[src/rtl/dot_accum_if.sv]
// Handshake bundle between the MAC stage, the dot-product accumulator and its consumer.
// The producer/consumer side uses master; the accumulator uses slave.
interface dot_accum_if #(
    parameter int IN_WIDTH  = 16,
    parameter int ACC_WIDTH = 32,
    parameter int LEN_WIDTH = 8
);
    logic        [LEN_WIDTH-1:0] len_i;
    logic                        in_valid;
    logic                        in_ready;
    logic signed [IN_WIDTH-1:0]  in_data;
    logic                        out_valid;
    logic                        out_ready;
    logic signed [ACC_WIDTH-1:0] out_data;
    logic                        out_sat;

    modport master (
        output len_i, in_valid, in_data, out_ready,
        input  in_ready, out_valid, out_data, out_sat
    );

    modport slave (
        input  len_i, in_valid, in_data, out_ready,
        output in_ready, out_valid, out_data, out_sat
    );
endinterface

[src/rtl/dot_accum.sv]
// Saturating accumulator that folds a programmable-length stream of MAC partial sums
// into one dot-product result, with a one-entry output register.
module dot_accum #(
    parameter int IN_WIDTH  = 16,
    parameter int ACC_WIDTH = 32,
    parameter int LEN_WIDTH = 8
) (
    input  logic       clk,
    input  logic       rst,
    dot_accum_if.slave bus
);

    typedef enum logic {IDLE = 1'b0, ACCUM = 1'b1} state_t;

    state_t                      state, state_nx;
    logic signed [ACC_WIDTH-1:0] acc, acc_nx;
    logic        [LEN_WIDTH-1:0] cnt, cnt_nx;
    logic        [LEN_WIDTH-1:0] len_q, len_nx;
    logic                        sat_q, sat_nx;
    logic                        out_valid_q, out_valid_nx;
    logic signed [ACC_WIDTH-1:0] out_data_q, out_data_nx;
    logic                        out_sat_q, out_sat_nx;

    logic                        accept;
    logic                        finish;
    logic                        ovf;
    logic        [LEN_WIDTH-1:0] eff_len;
    logic signed [ACC_WIDTH:0]   sum_w;
    logic signed [ACC_WIDTH-1:0] sum_c;

    // One guard bit above the accumulator is enough to detect any single-add overflow.
    function automatic logic signed [ACC_WIDTH:0] wide_add(
        input logic signed [ACC_WIDTH-1:0] a,
        input logic signed [IN_WIDTH-1:0]  b
    );
        logic signed [ACC_WIDTH:0] a_w;
        logic signed [ACC_WIDTH:0] b_w;
        a_w = {a[ACC_WIDTH-1], a};
        b_w = {{(ACC_WIDTH + 1 - IN_WIDTH){b[IN_WIDTH-1]}}, b};
        return a_w + b_w;
    endfunction

    function automatic logic sat_ovf(input logic signed [ACC_WIDTH:0] s);
        return s[ACC_WIDTH] != s[ACC_WIDTH-1];
    endfunction

    function automatic logic signed [ACC_WIDTH-1:0] sat_clamp(input logic signed [ACC_WIDTH:0] s);
        if (!sat_ovf(s))
            return s[ACC_WIDTH-1:0];
        else if (s[ACC_WIDTH])
            return {1'b1, {(ACC_WIDTH-1){1'b0}}};
        else
            return {1'b0, {(ACC_WIDTH-1){1'b1}}};
    endfunction

    // Ready depends only on the held result and the consumer, never on in_valid.
    assign bus.in_ready  = !out_valid_q || bus.out_ready;
    assign bus.out_valid = out_valid_q;
    assign bus.out_data  = out_data_q;
    assign bus.out_sat   = out_sat_q;

    always_comb begin
        state_nx     = state;
        acc_nx       = acc;
        cnt_nx       = cnt;
        len_nx       = len_q;
        sat_nx       = sat_q;
        out_valid_nx = out_valid_q && !bus.out_ready;
        out_data_nx  = out_data_q;
        out_sat_nx   = out_sat_q;

        accept  = bus.in_valid && bus.in_ready;
        eff_len = (bus.len_i == '0) ? LEN_WIDTH'(1) : bus.len_i;
        // acc is always zero in IDLE, so the first beat is just a sign extension.
        sum_w   = wide_add(acc, bus.in_data);
        ovf     = sat_ovf(sum_w);
        sum_c   = sat_clamp(sum_w);
        finish  = accept && ((state == IDLE) ? (eff_len == LEN_WIDTH'(1))
                                             : (cnt + LEN_WIDTH'(1) == len_q));

        if (accept) begin
            if (state == IDLE)
                len_nx = eff_len;
            if (finish) begin
                state_nx     = IDLE;
                acc_nx       = '0;
                cnt_nx       = '0;
                sat_nx       = 1'b0;
                out_valid_nx = 1'b1;
                out_data_nx  = sum_c;
                out_sat_nx   = sat_q || ovf;
            end else begin
                state_nx = ACCUM;
                acc_nx   = sum_c;
                cnt_nx   = cnt + LEN_WIDTH'(1);
                sat_nx   = sat_q || ovf;
            end
        end
    end

    always_ff @(posedge clk or posedge rst) begin
        if (rst) begin
            state       <= IDLE;
            acc         <= '0;
            cnt         <= '0;
            len_q       <= '0;
            sat_q       <= 1'b0;
            out_valid_q <= 1'b0;
            out_data_q  <= '0;
            out_sat_q   <= 1'b0;
        end else begin
            state       <= state_nx;
            acc         <= acc_nx;
            cnt         <= cnt_nx;
            len_q       <= len_nx;
            sat_q       <= sat_nx;
            out_valid_q <= out_valid_nx;
            out_data_q  <= out_data_nx;
            out_sat_q   <= out_sat_nx;
        end
    end

endmodule
[src/flat_wrapper.sv]
// flat-port wrapper written by rule: the top's interface ports become plain ports
module dot_accum_flat 
#(
    parameter int IN_WIDTH  = 16,
    parameter int ACC_WIDTH = 32,
    parameter int LEN_WIDTH = 8
)
  (clk, rst, bus_len_i, bus_in_valid, bus_in_data, bus_out_ready, bus_in_ready, bus_out_valid, bus_out_data, bus_out_sat);
  dot_accum_if #(.IN_WIDTH(IN_WIDTH), .ACC_WIDTH(ACC_WIDTH), .LEN_WIDTH(LEN_WIDTH)) bus_i ();
  input  logic clk;
  input  logic rst;
  input wire logic [$bits(bus_i.len_i)-1:0] bus_len_i;
  input wire logic [$bits(bus_i.in_valid)-1:0] bus_in_valid;
  input wire logic [$bits(bus_i.in_data)-1:0] bus_in_data;
  input wire logic [$bits(bus_i.out_ready)-1:0] bus_out_ready;
  output wire logic [$bits(bus_i.in_ready)-1:0] bus_in_ready;
  output wire logic [$bits(bus_i.out_valid)-1:0] bus_out_valid;
  output wire logic [$bits(bus_i.out_data)-1:0] bus_out_data;
  output wire logic [$bits(bus_i.out_sat)-1:0] bus_out_sat;
  assign bus_i.len_i = bus_len_i;
  assign bus_i.in_valid = bus_in_valid;
  assign bus_i.in_data = bus_in_data;
  assign bus_i.out_ready = bus_out_ready;
  assign bus_in_ready = bus_i.in_ready;
  assign bus_out_valid = bus_i.out_valid;
  assign bus_out_data = bus_i.out_data;
  assign bus_out_sat = bus_i.out_sat;
  dot_accum #(.IN_WIDTH(IN_WIDTH), .ACC_WIDTH(ACC_WIDTH), .LEN_WIDTH(LEN_WIDTH)) u_core (.clk(clk), .rst(rst), .bus(bus_i));
endmodule
[config.mk]
export PLATFORM = sky130hd
export DESIGN_NAME = dot_accum_flat
export DESIGN_NICKNAME = d
export VERILOG_FILES = /design/src/rtl/dot_accum_if.sv /design/src/rtl/dot_accum.sv /design/src/flat_wrapper.sv
export SDC_FILE = /design/constraint.sdc
export NUM_CORES = 1
export LEC_CHECK = 0
export ABC_AREA = 1
export BUFFER_PORTS_ARGS = -buffer_cell sky130_fd_sc_hd__buf_4
export CAP_MARGIN = 40
export CORE_MARGIN = 2
export CORE_UTILIZATION = 35
export CTS_BUF_LIST = sky130_fd_sc_hd__clkbuf_4
export CTS_CLUSTER_SIZE = 28
export DETAILED_ROUTE_END_ITERATION = 10
export SETUP_SLACK_MARGIN = 0.05
export SLEW_MARGIN = 0
export SYNTH_ARGS = -nofsm -noshare
export SYNTH_HDL_FRONTEND = slang
export SYNTH_SLANG_ARGS = --single-unit
[constraint.sdc]
create_clock -name clk -period 5.3 [get_ports clk]
set_clock_uncertainty 0.1 [all_clocks]
set_input_delay 0.265 -clock clk [delete_from_list [all_inputs] [get_ports clk]]
set_output_delay 0.265 -clock clk [all_outputs]
set_load 0.005 [all_outputs]
### Yosys cells after proc, flatten, opt, wreduce, memory -nomap -nowiden

Index checks and enable logic that the tools add are counted.

| word-level totals | value |
|---|---|
| flip-flop bits (word level) | 84 |
| input bits | 28 |
| output and inout port bits | 35 |
| logic and storage cells | 34 |

| operators by class | value |
|---|---|
| $add $sub $neg | 2 |
| equality and inequality tests | 3 |
| mux-type cells | 10 |
| bitwise logic cells | 1 |
| reductions and logical operators | 10 |

Operator list:

| operator | number |
|---|---|
| 2-to-1 mux 32 bit | 3 |
| adder 32 x 16 -> 33 bit | 1 |
| 2-to-1 mux 8 bit | 2 |
| adder 8 x 1 -> 8 bit, second input constant | 1 |
| equality test 8 x 1 -> 1 bit, second input constant | 1 |
| equality test 8 bit | 1 |
| logical NOT 8 bit | 1 |
| 2-to-1 mux 1 bit | 5 |
| AND reduction 2 bit | 2 |
| logical AND 1 bit | 3 |
| logical NOT 1 bit | 2 |
| logical OR 1 bit | 2 |
| != test 1 bit | 1 |
| inverter 1 bit | 1 |

### Depth between registers and ports, before layout

Gate-level depths: netlist (run 1).

| logic depth | value |
|---|---|
| depth in word-level cells | 7 |
| gate-level depth with buffers | 20 |
| gate-level depth less buffers | 19 |

### Worst setup path before layout (run 1)

OpenSTA, ideal clock, no wires.

| path | value |
|---|---|
| kind | flip-flop to flip-flop |
| start | reg u_core.acc[0] |
| end | reg u_core.out_data_q[6], in the netlist u_core.bus.out_data[6] |
| setup time | 117 ps |
| arrival | 2103 ps |
| required time | 5083 ps |
| path slack | 2981 ps |
| stages on the path, launching flop included | 21 |
| buffers on the path | 1 |
| period minus slack after synthesis | 2319 ps |
| path through | dfrtp_1 ha_1 inv_1 fa_1 inv_1 nand2_1 nand2_1 nand3_2 nand2_2 nand2_1 nand2_2 nand2_1 nand2_1 nand2_1 nand2_2 nand2_4 buf_4 nand2_1 nand2_1 nand2_1 nand2_1 |

| between the ends | value |
|---|---|
| longest elaborated chain between the ends | 3 |
| elaborated cells between the ends (all ways) | 4 |
| classes of those cells | add/sub (1); eq/ne (1); mux (2) |

Ends and longest elaborated chain:

| element | line | RTL |
|---|---|---|
| from (decl) | dot_accum.sv:16 | `logic signed [ACC_WIDTH-1:0] acc, acc_nx;` |
| from (signal assigned) | dot_accum.sv:113 | `acc <= acc_nx;` |
| adder 32 x 16 -> 33 bit * | dot_accum.sv:40 | `return a_w + b_w;` |
| 2-to-1 mux 32 bit / != test 1 bit (equally long branches) | dot_accum.sv:50, dot_accum.sv:44 |  |
| 2-to-1 mux 32 bit * | dot_accum.sv:48 | `if (!sat_ovf(s))` |
| to (signal assigned) | dot_accum.sv:118 | `out_data_q <= out_data_nx;` |
| to (decl) | dot_accum.sv:21 | `logic signed [ACC_WIDTH-1:0] out_data_q, out_data_nx;` |

Mark *: on every way between the ends. The rest lies on a longest branch, timed or not.
A chain may end at the register's enable or synchronous reset.

### Worst setup path in the final report (run 1)

| path | value |
|---|---|
| start | reg u_core.out_valid_q, in the netlist u_core.bus.out_valid |
| end | reg u_core.out_data_q[31], in the netlist u_core.bus.out_data[31] |

| between the ends | value |
|---|---|
| longest elaborated chain between the ends | 5 |

Ends and longest elaborated chain:

| element | line | RTL |
|---|---|---|
| from (decl) | dot_accum.sv:20 | `logic out_valid_q, out_valid_nx;` |
| from (signal assigned) | dot_accum.sv:117 | `out_valid_q <= out_valid_nx;` |
| logical NOT 1 bit * | dot_accum.sv:57 | `assign bus.in_ready = !out_valid_q \|\| bus.out_ready;` |
| logical OR 1 bit * | dot_accum.sv:57 |  |
| logical AND 1 bit * | dot_accum.sv:72 | `accept = bus.in_valid && bus.in_ready;` |
| logical AND 1 bit | dot_accum.sv:78 | `finish = accept && ((state == IDLE) ? (eff_len == LEN_WIDTH'(1))` |
| AND reduction 2 bit (no source line) * | n/a |  |

Marks and branches as above.

==> impl_metrics.json, run 1 <==
{
  "synth_edf_count": 0,
  "synth.most_common_cell": "nand2_1",
  "grt_pass1_wl_mm": 27.1,
  "htree_num_levels": 3,
  "dp_slack_ns": 1.76,
  "die_w_um": 134,
  "slew_violations": 0,
  "setup_viol": 0,
  "cpMaxStageDelayCell": "nand2_2",
  "yosys-top-cells-area": "dfrtp_1 35%, nand2_1 28%, ha_1 6.9%, inv_1 4.8%, nor2_1 3.4%",
  "worst_setup_path_end_kind": "flip-flop",
  "cts_resized": 0,
  "cp.arrival_ns": 3.77,
  "synth_seq_cells": 84,
  "die_h_um": 134,
  "yosys.area.top_type": "dfrtp_1",
  "max_slew_margin_pct": 56.1,
  "drt-total-wl_mm": 16.0,
  "grt.overflow.total": 0,
  "cts_root_buf": "clkbuf_4",
  "outcome": "completed",
  "drt_first_iter_violations": 325,
  "required_ns": 5.55,
  "hold_viol": 0,
  "placed_cells": 1165,
  "start_kind": "flip-flop",
  "coreArea_um2": 16600,
  "cts.sinks": 84,
  "grt_max_degree": 66,
  "path_class": "flip-flop to flip-flop",
  "via_count": 5612,
  "leakage_nw": 3.85,
  "layout-drive-gt1-share_pct": 11.9,
  "grt_pass1_vias": 5551,
  "ir_drop_v": 0.000231,
  "routabilityCongestion": 0.921,
  "ys_seq_area_share_pct": 35.3,
  "cp_cell_sequence": "a21oi_2 > inv_2 > nor2_2 > inv_2 > nor2_1 > nand4_1 > nand2_2 > inv_2 > nand2_1 > o21ai_0",
  "holdCritPathClass": "primary input to flip-flop",
  "syn_nets": 961,
  "power_frac_clock_pct": 10.4,
  "drv_cap": 0,
  "cp_max_fo": 35,
  "syn_area_um2": 5960,
  "worst_slew_pin_slew_ns": 0.658,
  "clock.fmax_mhz": 284,
  "dp_hpwl_mm": 12.1,
  "synth.top_cell.area_share_pct": 35.3,
  "fin_tns_setup_ns": 0,
  "combPwrFrac_pct": 63.3,
  "p_seq_share_pct": 26.3,
  "period_share_pct": 66.5,
  "num-nets-final": 1027,
  "netlist_instances": 899,
  "initial_core_util_pct": 35.9,
  "ys.flop_type": "dfrtp_1",
  "swShare_pct": 49.6,
  "p_int_mw": 2.15,
  "io_buffers": 62,
  "route.detailed.wl_per_inst_um": 13.4,
  "fin_cells": 1191,
  "syn_to_final_growth_pct": 15.8,
  "p_switching_mw": 2.12,
  "slowest_delay_ns": 0.52,
  "synthArstFlopShare_pct": 100,
  "synth_cell_type_count": 37,
  "antenna_found_initial": 1,
  "clk_pin_slew_worst_paths_ns": 0.14,
  "powerDensity_nw_per_um2": 620,
  "post_cts_buffers": 0,
  "clock_latency_ns": 0.49,
  "drtPass1Iterations": 5,
  "period_needed_ns": 3.52,
  "grt_usage_pct": 18.8,
  "routed_via_density": 4.71,
  "fillers": 1822,
  "rsz0062_at_grt": "no",
  "drc": 0,
  "clockBufferDepth": 2,
  "cts-hold-fix-buffers": 9,
  "crit_top_cell": "inv_2",
  "ys_warn_count": 0,
  "tritoncts": "built",
  "fin_ws_ns": 1.78,
  "synth_common_cells": "438 x nand2_1, 84 x dfrtp_1, 76 x inv_1",
  "dieArea_um2": 18100,
  "syn_avg_cell_area_um2": 6.62,
  "ant_nets": 0,
  "pin_count": 63,
  "num_rows": 47,
  "cts_buffers": 9
}
power groups by stage:
stage / Sequential, mW / Combinational [mW] / Clock [mW]
floorplan: 1.10 / 1.99 / 0
global placement: 1.14 / 2.67 / 0
detailed placement: 1.13 / 2.70 / 0
CTS: 1.12 / 2.72 / 0.459
global route: 1.17 / 3.13 / 0.480
finish: 1.12 / 2.70 / 0.443
registers in the layout (all words and copies together) (netlist names):
register              flops
u_core.bus.out_sat        1
u_core.bus.out_data      32
u_core.len_q              8
u_core.cnt                8
u_core.sat_q              1
u_core.acc               32
u_core.bus.out_valid      1
u_core.state              1
per-layer routing:
layer  GRT usage, %  share of wire [%]  routed length, µm
met1           27.3                 51               8200
met5              0                  0                  0
met4           7.89                2.5                399
met3           2.19                3.5                561
met2           28.4                 43               6830
cell type report:
cell class / instances / area (µm²) / area share, %
multi-input cells: 710 / 3420 / 49.6
flip-flops and latches: 84 / 2100 / 30.5
repair buffers: 75 / 613 / 8.89
inverters: 85 / 320 / 4.65
well taps: 220 / 275 / 3.99
clock buffers: 12 / 90.1 / 1.31
clock inverters: 4 / 73.8 / 1.07
diodes: 1 / 2.50 / 0.0363
cells by family (layout without fill, tap and decap cells):
| logic type | Yosys count | in the layout | synth area share (%) |
|---|---|---|---|
| AO/OA/AOI/OAI | 73 | 73 | 6.93 |
| XOR/XNOR | 21 | 21 | 3.09 |
| adder cells (fa/ha/maj) | 34 | 34 | 7.27 |
| buffers and inverters | 105 | 176 | 7.33 |
| flip-flops | 84 | 84 | 35.3 |
| multiplexers | 1 | 1 | 0.168 |
| other | 0 | 1 | 0 |
| AND/OR/NAND/NOR | 581 | 581 | 39.9 |
stage by stage:
stage / hold slack [ns] / power, mW / util, % / cell area (µm²)
3_5_place_dp: 0.219 / 3.83 / 40.0 / 6640
6_report: 0.0645 / 4.27 / 41.6 / 6890
4_1_cts: 0.0300 / 4.30 / 41.6 / 6890
5_1_grt: 0.0996 / 4.77 / 41.6 / 6890
3_3_place_gp: 0.367 / 3.80 / 39.8 / 6600
2_1_floorplan: 0.282 / 3.08 / - / 5960
path summary, 6_finish.rpt:
check	from	cells past startpoint	slack (ns)	endpoint
max	u_core.bus.out_valid$_DFF_PP0_	10	1.78	u_core.bus.out_data[31]$_DFFE_PP0P_
min	bus_out_ready	4	0.06	u_core.bus.out_valid$_DFF_PP0_
max reg2reg	u_core.bus.out_valid$_DFF_PP0_	10	1.78	u_core.bus.out_data[31]$_DFFE_PP0P_
min reg2reg	u_core.bus.out_data[3]$_DFFE_PP0P_	2	0.39	u_core.bus.out_data[3]$_DFFE_PP0P_
max in group asynchronous	rst	5	4.23	u_core.acc[8]$_DFFE_PP0P_
min in group asynchronous	rst	4	0.23	u_core.len_q[0]$_DFFE_PP0P_
worst max-delay path, delay by kind of cell (launching register included):
family,cells,cell delay [ns]
AOI/OAI and AO/OA,2,0.54
DFF,1,0.43
and+or+nand+nor,5,1.30
buffers and inverters,3,0.99
layout by cell type, fill, tap and decap left out, drive strengths merged:
master | Yosys | final
a21o | 2 | 2
a21oi | 39 | 39
a31o | 1 | 1
buf | 16 | 66
bufinv | 0 | 2
clkbuf | 4 | 12
clkinv | 0 | 3
dfrtp | 84 | 84
diode | 0 | 1
dlygate4sd3 | 0 | 9
fa | 1 | 1
ha | 33 | 33
inv | 85 | 84
mux2i | 1 | 1
nand2 | 447 | 447
nand3 | 40 | 40
nand3b | 6 | 6
nand4 | 12 | 12
nor2 | 58 | 58
nor3 | 8 | 8
nor4 | 3 | 3
o211ai | 1 | 1
o21ai | 16 | 16
o21bai | 7 | 7
o22ai | 6 | 6
o41ai | 1 | 1
or2 | 7 | 7
xnor2 | 8 | 8
xor2 | 13 | 13
Power figures use the tool's default switching activity.
==> run 2: changes to the inputs <==
--- a/config.mk
+++ b/config.mk
@@ -5,7 +5,7 @@
 export SDC_FILE = /design/constraint.sdc
 export NUM_CORES = 1
 export LEC_CHECK = 0
-export ABC_AREA = 1
+export ABC_AREA = 0
 export BUFFER_PORTS_ARGS = -buffer_cell sky130_fd_sc_hd__buf_4
 export CAP_MARGIN = 40
 export CORE_MARGIN = 2
==> constraint.sdc (replaced) <==
create_clock -name clk -period 3.3 [get_ports clk]
set_clock_uncertainty 0.1 [all_clocks]
set_input_delay 0.165 -clock clk [delete_from_list [all_inputs] [get_ports clk]]
set_output_delay 0.165 -clock clk [all_outputs]
set_load 0.005 [all_outputs]
==> impl_metrics.json, run 2 <==
{
  "grt_pass1_wl_mm": 25.3,
  "ys.flop_type": "dfrtp_1",
  "ant_nets": 0,
  "holdWs_ns": 0.0610,
  "powerDensity_nw_per_um2": 997,
  "fin_tns_setup_ns": 0,
  "hold_viol": 0,
  "coreArea_um2": 15800,
  "dieArea_um2": 17200,
  "yosys.area.top_type": "dfrtp_1",
  "pin_count": 63,
  "fin_area_um2": 6810,
  "grt_pass1_vias": 4960,
  "io_buffers": 62,
  "routed_via_density": 5.47,
  "htree_num_levels": 3,
  "synth.most_common_cell": "nor2_1",
  "grt_usage_pct": 18.1,
  "die_h_um": 131,
  "num_rows": 46,
  "layout_commonest_cell": "nor2_1",
  "ys_seq_area_share_pct": 37.2,
  "grt_max_degree": 43,
  "cts_buffers": 9,
  "required_ns": 3.61,
  "start_kind": "flip-flop",
  "synth_edf_count": 0,
  "antenna_found_initial": 2,
  "rsz0062_at_grt": "no",
  "yosys-top-cells-area": "dfrtp_1 37%, ha_1 7.3%, nor2_1 6.1%, nand2_1 4.8%, a21oi_1 4.2%",
  "drc": 0,
  "die_w_um": 131,
  "cp_max_fo": 16,
  "syn_area_um2": 5660,
  "netlist_instances": 638,
  "placed_cell_area_um2": 6410,
  "ys_warn_count": 0,
  "ir_drop_v": 0.000419,
  "routabilityCongestion": 0.925,
  "tritoncts": "built",
  "syn_nets": 700,
  "setup_viol": 0,
  "drv_cap": 0,
  "synth_common_cells": "92 x nor2_1, 84 x dfrtp_1, 73 x nand2_1",
  "clock.fmax_mhz": 319,
  "route.detailed.wl_per_inst_um": 16.6,
  "drt_first_iter_violations": 358,
  "via_count": 5071,
  "fin_cells": 927,
  "outcome": "completed",
  "worst_setup_path_end_kind": "flip-flop",
  "syn_to_final_growth_pct": 20.4,
  "cp.arrival_ns": 3.44,
  "syn_avg_cell_area_um2": 8.87,
  "placed_cells": 897,
  "grt.overflow.total": 0,
  "drtPass1Iterations": 6,
  "holdCritPathClass": "primary input to flip-flop",
  "period_needed_ns": 3.13,
  "layout-drive-gt1-share_pct": 22.1,
  "leakage_nw": 3.00,
  "synthArstFlopShare_pct": 100,
  "dp_hpwl_mm": 11.5,
  "initial_core_util_pct": 35.7,
  "clockBufferDepth": 2,
  "max_slew_margin_pct": 50.2,
  "path_class": "flip-flop to flip-flop",
  "drt-total-wl_mm": 15.4,
  "synth_seq_cells": 84,
  "synth.top_cell.area_share_pct": 37.2,
  "cts_root_buf": "clkbuf_4",
  "fillers": 1602,
  "period_share_pct": 94.9,
  "cts.sinks": 84,
  "clock_latency_ns": 0.49,
  "clk_pin_slew_worst_paths_ns": 0.15,
  "worst_slew_pin_slew_ns": 0.746,
  "num-nets-final": 767,
  "slew_violations": 0,
  "synth_cell_type_count": 66,
  "power_mw": 6.79,
  "mostFrequentLayoutCells": "92 x nor2_1, 84 x dfrtp_1, 77 x buf_4"
}
## run 2: changes by cell type in the layout (fill, tap and decap cells not counted), sizes merged, moves of 16 or more
cell | before | now
a211oi | 0 | 30
a21o | 2 | 22
a31oi | 0 | 25
buf | 66 | 82
inv | 84 | 12
nand2 | 447 | 73
nand3 | 40 | 10
nor2 | 58 | 92
o21ai | 16 | 32
## run 2: layer usage
| layer | vias up | GRT usage (%) | part of all wire, % |
|---|---|---|---|
| li1 | 2432 | - | - |
| met1 | 2466 | 23.3 | 45 |
| met2 | 155 | 30.3 | 48 |
| met3 | 18 | 4.67 | 4.9 |
| met4 | 0 | 4.71 | 1.3 |
| met5 | - | 0 | 0 |
## run 2: stage by stage
step / worst slack, ns / util, %
detailed placement: 0.0343 / 40.5
CTS: 0.0608 / 42.3
finish: 0.170 / 43.0
floorplan: 0.359 / -
global placement: 0.0592 / 40.5
global route: 0.0607 / 43.0
## run 2: power breakdown
group	leakage (nW)	switching, mW	internal, mW	total, mW
sequential	1.02	0.313	1.42	1.74
clock	0.0801	0.396	0.304	0.700
combinational	1.90	2.45	1.91	4.36
total	3.00	3.16	3.64	6.79
## run 2: cell families after synthesis
family | after synthesis | synth area share [%]
buffers and inverters | 50 | 3.96
DFF | 84 | 37.2
muxes | 14 | 2.90
and+or+nand+nor | 220 | 17.0
AOI/OAI and AO/OA | 200 | 25.8
xor gates and xnor gates | 36 | 5.57
adders and majority gates | 34 | 7.65
## run 2: worst max-delay path, cell delays in order (launching register included)
cell and delay [ns]:
dfrtp_1 0.42, ha_2 0.39, and3_1 0.23, o211ai_2 0.14, a2111oi_4 0.43, o21ai_2 0.15, a21o_4 0.25, and3b_1 0.19
a21oi_4 0.19, buf_12 0.18, nand2_1 0.14, a211oi_2 0.23
## run 2: layout make-up
type	count	area, µm²	area share (%)
multi-input cells	504	3430	50.3
flip-flops and latches	84	2100	30.9
repair buffers	94	805	11.8
well taps	216	270	3.97
clock inverters	6	88.8	1.30
clock buffers	9	67.6	0.992
inverters	12	46.3	0.680
diodes	2	5.00	0.0735
## run 2: final timing paths
path | slack, ns | cells after the start | from | end
max in group asynchronous | 2.10 | 4 | rst | u_core.acc[16]$_DFFE_PP0P_
min | 0.06 | 5 | bus_in_valid | u_core.acc[31]$_DFFE_PP0P_
max reg2reg | 0.17 | 11 | u_core.acc[8]$_DFFE_PP0P_ | u_core.acc[20]$_DFFE_PP0P_
min reg2reg | 0.41 | 2 | u_core.acc[31]$_DFFE_PP0P_ | u_core.acc[31]$_DFFE_PP0P_
min in group asynchronous | 0.23 | 3 | rst | u_core.bus.out_valid$_DFF_PP0_
max | 0.17 | 11 | u_core.acc[8]$_DFFE_PP0P_ | u_core.acc[20]$_DFFE_PP0P_
## run 2: what timing repair did
item	in CTS	in global routing
endpoints found under the hold margin	50	0
cloned	0	1
buffers inserted	0	1
gates resized for setup	4	20
endpoints found under the setup margin	9	52
hold buffers	11	0
pin swaps	0	1
